==> src/rtl/ct_arb_pkg.sv <==
// Shared types for the ColorTransform round-robin arbiter: state and owner
// encodings plus the default pixel width.
package ct_arb_pkg;

   localparam int unsigned DATA_W_DEF = 24;

   typedef enum logic [1:0] {
      OWN_NONE = 2'b00,
      OWN_REQ0 = 2'b01,
      OWN_REQ1 = 2'b10
   } owner_t;

   typedef enum logic [1:0] {
      ST_IDLE = 2'b00,
      ST_GNT0 = 2'b01,
      ST_GNT1 = 2'b10
   } state_t;

   // Owner code presented on o_owner for a given grant state.
   function automatic owner_t owner_of(input state_t st);
      case (st)
         ST_GNT0: return OWN_REQ0;
         ST_GNT1: return OWN_REQ1;
         default: return OWN_NONE;
      endcase
   endfunction

endpackage

==> src/rtl/ct_tag_fifo.sv <==
// One-bit tag FIFO remembering which requester owns each pixel in flight
// inside ColorTransform. Full and empty are registered; a push while full is
// dropped even if a pop happens in the same cycle.
module ct_tag_fifo #(
   parameter int unsigned DEPTH = 8
) (
   input  logic clk,
   input  logic rst_n,
   input  logic push,
   input  logic pop,
   input  logic din,
   output logic full,
   output logic empty,
   output logic head
);

   localparam int unsigned PTR_W = $clog2(DEPTH);

   logic [DEPTH-1:0] mem_r;
   logic [PTR_W-1:0] wr_ptr_r;
   logic [PTR_W-1:0] rd_ptr_r;
   logic [PTR_W:0]   count_r;
   logic [PTR_W:0]   count_nxt_s;
   logic             full_r;
   logic             empty_r;
   logic             do_push_s;
   logic             do_pop_s;

   assign do_push_s = push & ~full_r;
   assign do_pop_s  = pop & ~empty_r;

   // Occupancy after this cycle's accepted push/pop.
   always_comb begin
      count_nxt_s = count_r;
      if (do_push_s && !do_pop_s) begin
         count_nxt_s = count_r + (PTR_W+1)'(1);
      end else if (!do_push_s && do_pop_s) begin
         count_nxt_s = count_r - (PTR_W+1)'(1);
      end else begin
         count_nxt_s = count_r;
      end
   end

   // Storage, pointers and registered flags.
   always_ff @(posedge clk or negedge rst_n) begin
      if (!rst_n) begin
         mem_r    <= '0;
         wr_ptr_r <= '0;
         rd_ptr_r <= '0;
         count_r  <= '0;
         full_r   <= 1'b0;
         empty_r  <= 1'b1;
      end else begin
         if (do_push_s) begin
            mem_r[wr_ptr_r] <= din;
            wr_ptr_r        <= wr_ptr_r + PTR_W'(1);
         end
         if (do_pop_s) begin
            rd_ptr_r <= rd_ptr_r + PTR_W'(1);
         end
         count_r <= count_nxt_s;
         full_r  <= (count_nxt_s == (PTR_W+1)'(DEPTH));
         empty_r <= (count_nxt_s == (PTR_W+1)'(0));
      end
   end

   assign full  = full_r;
   assign empty = empty_r;
   assign head  = mem_r[rd_ptr_r];

endmodule

==> src/rtl/ct_rr_arbiter.sv <==
// Round-robin arbiter sharing one ColorTransform between two pixel
// requesters. Grants in bursts of up to BURST_LEN pixels, tags each accepted
// pixel with its owner and steers grey results back in order.
// Optional build macro CT_ARB_STATS_EN adds per-requester delivery counters.
module ct_rr_arbiter
   import ct_arb_pkg::*;
#(
   parameter int unsigned DATA_W    = DATA_W_DEF,
   parameter int unsigned BURST_LEN = 16,
   parameter int unsigned TAG_DEPTH = 8
) (
   input  logic              i_clk,
   input  logic              i_rst,
   input  logic              i_req0_vld,
   input  logic [DATA_W-1:0] i_req0_data,
   output logic              o_req0_busy,
   input  logic              i_req1_vld,
   input  logic [DATA_W-1:0] i_req1_data,
   output logic              o_req1_busy,
   output logic              o_ct_rgb_vld,
   output logic [DATA_W-1:0] o_ct_rgb_data,
   input  logic              i_ct_rgb_busy,
   input  logic              i_ct_grey_vld,
   input  logic [DATA_W-1:0] i_ct_grey_data,
   output logic              o_ct_grey_busy,
   output logic              o_gry0_vld,
   output logic [DATA_W-1:0] o_gry0_data,
   input  logic              i_gry0_busy,
   output logic              o_gry1_vld,
   output logic [DATA_W-1:0] o_gry1_data,
   input  logic              i_gry1_busy,
   output logic [1:0]        o_owner
`ifdef CT_ARB_STATS_EN
   ,
   output logic [31:0]       o_cnt0,
   output logic [31:0]       o_cnt1
`endif
);

   localparam int unsigned CNT_W = $clog2(BURST_LEN + 1);

   state_t            state_r;
   state_t            state_nxt_s;
   owner_t            owner_r;
   logic              last1_r;
   logic [CNT_W-1:0]  cnt_r;
   logic [CNT_W-1:0]  cnt_nxt_s;
   logic              gnt0_s;
   logic              gnt1_s;
   logic              gnt_vld_s;
   logic [DATA_W-1:0] gnt_data_s;
   logic              rgb_acc_s;
   logic              burst_done_s;
   logic              tag_full_s;
   logic              tag_empty_s;
   logic              tag_head_s;
   logic              grey_busy_s;
   logic              grey_acc_s;
   logic              gry0_vld_s;
   logic              gry1_vld_s;

   assign gnt0_s = (state_r == ST_GNT0);
   assign gnt1_s = (state_r == ST_GNT1);

   // Select the granted requester's stream; nothing is offered in IDLE.
   always_comb begin
      gnt_vld_s  = 1'b0;
      gnt_data_s = '0;
      case (state_r)
         ST_GNT0: begin
            gnt_vld_s  = i_req0_vld;
            gnt_data_s = i_req0_data;
         end
         ST_GNT1: begin
            gnt_vld_s  = i_req1_vld;
            gnt_data_s = i_req1_data;
         end
         default: begin
            gnt_vld_s  = 1'b0;
            gnt_data_s = '0;
         end
      endcase
   end

   assign o_ct_rgb_vld  = gnt_vld_s & ~tag_full_s;
   assign o_ct_rgb_data = gnt_data_s;
   assign o_req0_busy   = ~gnt0_s | i_ct_rgb_busy | tag_full_s;
   assign o_req1_busy   = ~gnt1_s | i_ct_rgb_busy | tag_full_s;
   assign rgb_acc_s     = o_ct_rgb_vld & ~i_ct_rgb_busy;
   assign burst_done_s  = rgb_acc_s & (cnt_r == CNT_W'(BURST_LEN - 1));

   // Next grant and burst count; the counter restarts on any state change.
   always_comb begin
      state_nxt_s = state_r;
      cnt_nxt_s   = cnt_r;
      case (state_r)
         ST_IDLE: begin
            if (i_req0_vld && i_req1_vld) begin
               state_nxt_s = last1_r ? ST_GNT0 : ST_GNT1;
            end else if (i_req0_vld) begin
               state_nxt_s = ST_GNT0;
            end else if (i_req1_vld) begin
               state_nxt_s = ST_GNT1;
            end else begin
               state_nxt_s = ST_IDLE;
            end
         end
         ST_GNT0: begin
            if (burst_done_s || !i_req0_vld) begin
               state_nxt_s = i_req1_vld ? ST_GNT1 : ST_IDLE;
            end else begin
               state_nxt_s = ST_GNT0;
            end
         end
         ST_GNT1: begin
            if (burst_done_s || !i_req1_vld) begin
               state_nxt_s = i_req0_vld ? ST_GNT0 : ST_IDLE;
            end else begin
               state_nxt_s = ST_GNT1;
            end
         end
         default: begin
            state_nxt_s = ST_IDLE;
         end
      endcase
      if (state_nxt_s != state_r) begin
         cnt_nxt_s = '0;
      end else if (rgb_acc_s) begin
         cnt_nxt_s = cnt_r + CNT_W'(1);
      end else begin
         cnt_nxt_s = cnt_r;
      end
   end

   // Grant FSM with registered owner code and last-served memory.
   always_ff @(posedge i_clk or negedge i_rst) begin
      if (!i_rst) begin
         state_r <= ST_IDLE;
         cnt_r   <= '0;
         owner_r <= OWN_NONE;
         last1_r <= 1'b1;
      end else begin
         state_r <= state_nxt_s;
         cnt_r   <= cnt_nxt_s;
         owner_r <= owner_of(state_nxt_s);
         if (state_nxt_s == ST_GNT0 && state_r != ST_GNT0) begin
            last1_r <= 1'b0;
         end else if (state_nxt_s == ST_GNT1 && state_r != ST_GNT1) begin
            last1_r <= 1'b1;
         end else begin
            last1_r <= last1_r;
         end
      end
   end

   assign o_owner = owner_r;

   ct_tag_fifo #(
      .DEPTH (TAG_DEPTH)
   ) u_tag_fifo (
      .clk   (i_clk),
      .rst_n (i_rst),
      .push  (rgb_acc_s),
      .pop   (grey_acc_s),
      .din   (gnt1_s),
      .full  (tag_full_s),
      .empty (tag_empty_s),
      .head  (tag_head_s)
   );

   // Grey results go to the owner at the tag head; a grey with no tag stalls.
   assign gry0_vld_s     = i_ct_grey_vld & ~tag_empty_s & ~tag_head_s;
   assign gry1_vld_s     = i_ct_grey_vld & ~tag_empty_s & tag_head_s;
   assign grey_busy_s    = tag_empty_s | (tag_head_s ? i_gry1_busy : i_gry0_busy);
   assign grey_acc_s     = i_ct_grey_vld & ~grey_busy_s;
   assign o_ct_grey_busy = grey_busy_s;
   assign o_gry0_vld     = gry0_vld_s;
   assign o_gry1_vld     = gry1_vld_s;
   assign o_gry0_data    = i_ct_grey_data;
   assign o_gry1_data    = i_ct_grey_data;

`ifdef CT_ARB_STATS_EN
   logic [31:0] cnt0_r;
   logic [31:0] cnt1_r;

   // Count grey pixels actually delivered to each requester (wrapping).
   always_ff @(posedge i_clk or negedge i_rst) begin
      if (!i_rst) begin
         cnt0_r <= 32'd0;
         cnt1_r <= 32'd0;
      end else begin
         if (gry0_vld_s && !i_gry0_busy) begin
            cnt0_r <= cnt0_r + 32'd1;
         end
         if (gry1_vld_s && !i_gry1_busy) begin
            cnt1_r <= cnt1_r + 32'd1;
         end
      end
   end

   assign o_cnt0 = cnt0_r;
   assign o_cnt1 = cnt1_r;
`endif

endmodule

==> config.mk <==
export PLATFORM = sky130hd
export DESIGN_NAME = ct_rr_arbiter
export DESIGN_NICKNAME = d
export VERILOG_FILES = /design/src/rtl/ct_arb_pkg.sv /design/src/rtl/ct_tag_fifo.sv /design/src/rtl/ct_rr_arbiter.sv
export SDC_FILE = /design/constraint.sdc
export NUM_CORES = 1
export LEC_CHECK = 0
export ABC_AREA = 1
export CAP_MARGIN = 30
export CORE_MARGIN = 1.5
export CORE_UTILIZATION = 30
export CTS_CLUSTER_SIZE = 25
export DETAILED_ROUTE_END_ITERATION = 12
export HOLD_SLACK_MARGIN = 0.03
export PLACE_DENSITY = 0.69
export RECOVER_POWER = 100
export SYNTH_ARGS = -nofsm -noshare
export SYNTH_HDL_FRONTEND = slang
export SYNTH_SLANG_ARGS = --single-unit
==> constraint.sdc <==
create_clock -name i_clk -period 1.8 [get_ports i_clk]
set_input_delay 0.27 -clock i_clk [delete_from_list [all_inputs] [get_ports i_clk]]
set_output_delay 0.27 -clock i_clk [all_outputs]
set_load 0.02 [all_outputs]
==> results.toml <==
[synthesis]
ys_ff_latch = 30
synth_top_area_cell = "dfrtp_1"
syn_area_mm2 = 0.002497
yosys-top-cells-area = "dfrtp_1 28%, nand2_1 17%, buf_4 15%"
ys_warn_count = 0
synth_cell_types = 30
syn_avg_cell_area_um2 = 6.976
yosysTopAreaCellShare_pct = 28.06
synth_cells = 358
syn_nets = 448
synth-seq-area-share_pct = 30.16

[floorplan]
rows = 33
die_y_um = 94.24
pin_count = 160
die_w_um = 94.24
dieArea_mm2 = 0.008881
core_mm2 = 0.008134
start_util_pct = 30.70

[sta]
setup_viol = 39
grt_setup_unrepaired = "yes"
final_max_slew_viol_count = 0
min_period_over_period_pct = 108.8
min_period_ns = 1.959
fin_skew_ns = 0.006956
worst_slack_ns = -0.1591
max_slew.worst_pin.slew_ns = 0.7508
fmax_mhz = 510.4
max-slew-margin-rel_pct = 49.95
finalHoldViolations = 0

[clock_network]
htreeDepth = 2
numCtsBuffers = 5
clkSinkCount = 30
clk_path_buf_depth = 2
tritoncts = "built"
cts_root_buf = "clkbuf_8"
clkTransAtPathRegs_ns = 0.06
clk_latency_ns = 0.27
cts_hold_buf = 0

[detailed_routing]
ant_nets = 0
num_vias = 2444
drt_iter0_markers = 80
dr.pass1.iters = 4
totalWireLength_mm = 6.851
post_drt_via_cell_ratio = 4.509
wl_per_cell_um = 12.64
drc_errors = 0

[cells_and_area]
syn_to_final_growth_pct = 59.22
most-common-layout-cells = "99 x nand2_1, 54 x clkdlybuf4s50_1, 43 x buf_4, 32 x inv_1, 26 x dfrtp_1"
nets = 526
register_area_um2 = 755.7
multi_input_area_mm2 = 0.001544
antennaDiodeCount = 0
mostFrequentLayoutCell = "nand2_1"
final_util_pct = 48.88
nFillCells = 743
drive_gt1_share_pct = 37.76
final_area_mm2 = 0.003976

[global_routing]
track_usage_pct = 14.36
grt_pass1_wl_mm = 10.31
grt_max_degree = 31
antenna_found_initial = 0
grt_pass1_vias = 2392
grt_overflow = 0

[critical_path]
critPathLaunchType = "flip-flop"
worstPathRequired_ns = 1.96
cp.arrival_ns = 2.12
worstSetupEndpointType = "flip-flop"
critical_path_class = "reg2reg"
worstPathMaxFanout = 5

[placement]
io_buffers = 87
placed_area_mm2 = 0.003415
detailed_place_hpwl_mm = 4.645
gp_routability_congestion = 0.8289

[status]
status = "complete, but fails checks"
violations = "setup timing"

[run]
maxCapViolations = 0

[pwr]
p_leak_uw = 0.001758
totalPowerFinal_uw = 6402
power_density_mw_per_mm2 = 1610
peakVddDrop_uv = 694.9

[worst_hold_path]
hp-class = "reg2reg"
==> worst max-delay path, cell delays in order (launching register included) <==
cell and delay (ns):
dfrtp_1 0.41, inv_2 0.11, ha_4 0.18, inv_4 0.05, o21ai_4 0.17, nand3_4 0.12
clkinv_4 0.10, nand2_8 0.06, nand2_2 0.07, nand3_2 0.08, nand3_4 0.11, nand2_4 0.07
nand2_1 0.08, nand2_2 0.07, nand3_4 0.11, nor2_1 0.05
==> what timing repair did <==
action / 4_1_cts / 5_1_grt
setup endpoints to repair: 47 / 48
buffers inserted: 8 / 5
resized for setup: 164 / 70
pin swaps: 9 / 22
cloned: 1 / 3
==> final timing paths <==
check | startpoint | slack [ns] | cells past startpoint | to
max in group asynchronous | i_rst | 0.70 | 2 | u_tag_fifo.rd_ptr_r[0]
min | last1_r | 0.48 | 2 | last1_r
max | state_r[0] | -0.16 | 15 | cnt_r[0]
min in group asynchronous | i_rst | 0.59 | 2 | u_tag_fifo.rd_ptr_r[2]
min reg2reg | last1_r | 0.48 | 2 | last1_r
max reg2reg | state_r[0] | -0.16 | 15 | cnt_r[0]
==> flip-flops by register name (all words and copies together) (netlist names) <==
signal and count:
u_tag_fifo.rd_ptr_r 3, u_tag_fifo.full 1, last1_r 1, u_tag_fifo.count_r 4, state_r 2, u_tag_fifo.mem_r 8
o_owner 2, cnt_r 5, u_tag_fifo.empty 1, u_tag_fifo.wr_ptr_r 3
==> cells in the mapped netlist <==
| cell type | number |
|---|---|
| a21boi_0 | 1 |
| a21oi_1 | 27 |
| a21oi_2 | 1 |
| a22oi_2 | 1 |
| a31oi_1 | 2 |
| buf_1 | 3 |
| buf_4 | 50 |
| clkbuf_1 | 5 |
| clkinv_2 | 1 |
| dfrtp_1 | 28 |
| dfstp_2 | 2 |
| ha_1 | 10 |
| inv_1 | 39 |
| inv_2 | 2 |
| mux2i_1 | 1 |
| nand2_1 | 110 |
| nand2_2 | 4 |
| nand2_4 | 1 |
| nand3_1 | 18 |
| nand3_2 | 5 |
| nand3_4 | 1 |
| nand3b_1 | 1 |
| nand4_1 | 3 |
| nor2_1 | 19 |
| nor2_2 | 1 |
| nor3_1 | 2 |
| o211ai_1 | 1 |
| o21ai_0 | 9 |
| o21ai_4 | 1 |
| xor2_1 | 9 |
==> stage by stage <==
| stage | hold slack (ns) | setup WS (ns) | std cells | TNS, ns |
|---|---|---|---|---|
| after floorplan | -0.02559 | -0.02018 | 358 | -0.09925 |
| after global placement | 0.4693 | -0.2765 | 518 | -7.628 |
| after detailed placement | 0.4718 | -0.3123 | 518 | -9.697 |
| after CTS | 0.3970 | -0.06306 | 535 | -0.7170 |
| after global routing | 0.5084 | -0.2359 | 542 | -6.412 |
| final | 0.4802 | -0.1591 | 542 | -3.435 |
==> final cells by class <==
class | instances | area share, %
repair buffers | 129 | 32.38
multi-input cells | 228 | 38.83
clock buffers | 8 | 2.266
flip-flops and latches | 30 | 19.01
inverters | 42 | 4.216
well taps | 105 | 3.304
==> power breakdown <==
part / switching, uW / internal, uW
clock: 243 / 312
sequential: 203 / 934
combinational: 2530 / 2180
==> logic make-up after synthesis <==
family	count (synthesis)	share of synthesized area, %
and+or+nand+nor	165	28.86
xor gates and xnor gates	9	3.156
buffers and inverters	100	22.60
muxes	1	0.4008
AOI/OAI and AO/OA	43	9.820
adders and majority gates	10	5.010
DFF	30	30.16
==> per-layer routing <==
metal | GRT usage, % | share of wire (%) | vias up
met5 | 0 | 0 | -
met4 | 4.726 | 1.7 | 0
met3 | 2.832 | 3.8 | 14
met2 | 27.28 | 56 | 55
met1 | 15.67 | 39 | 1151
li1 | - | - | 1224
No activity file was read; power rests on OpenSTA's default activity.
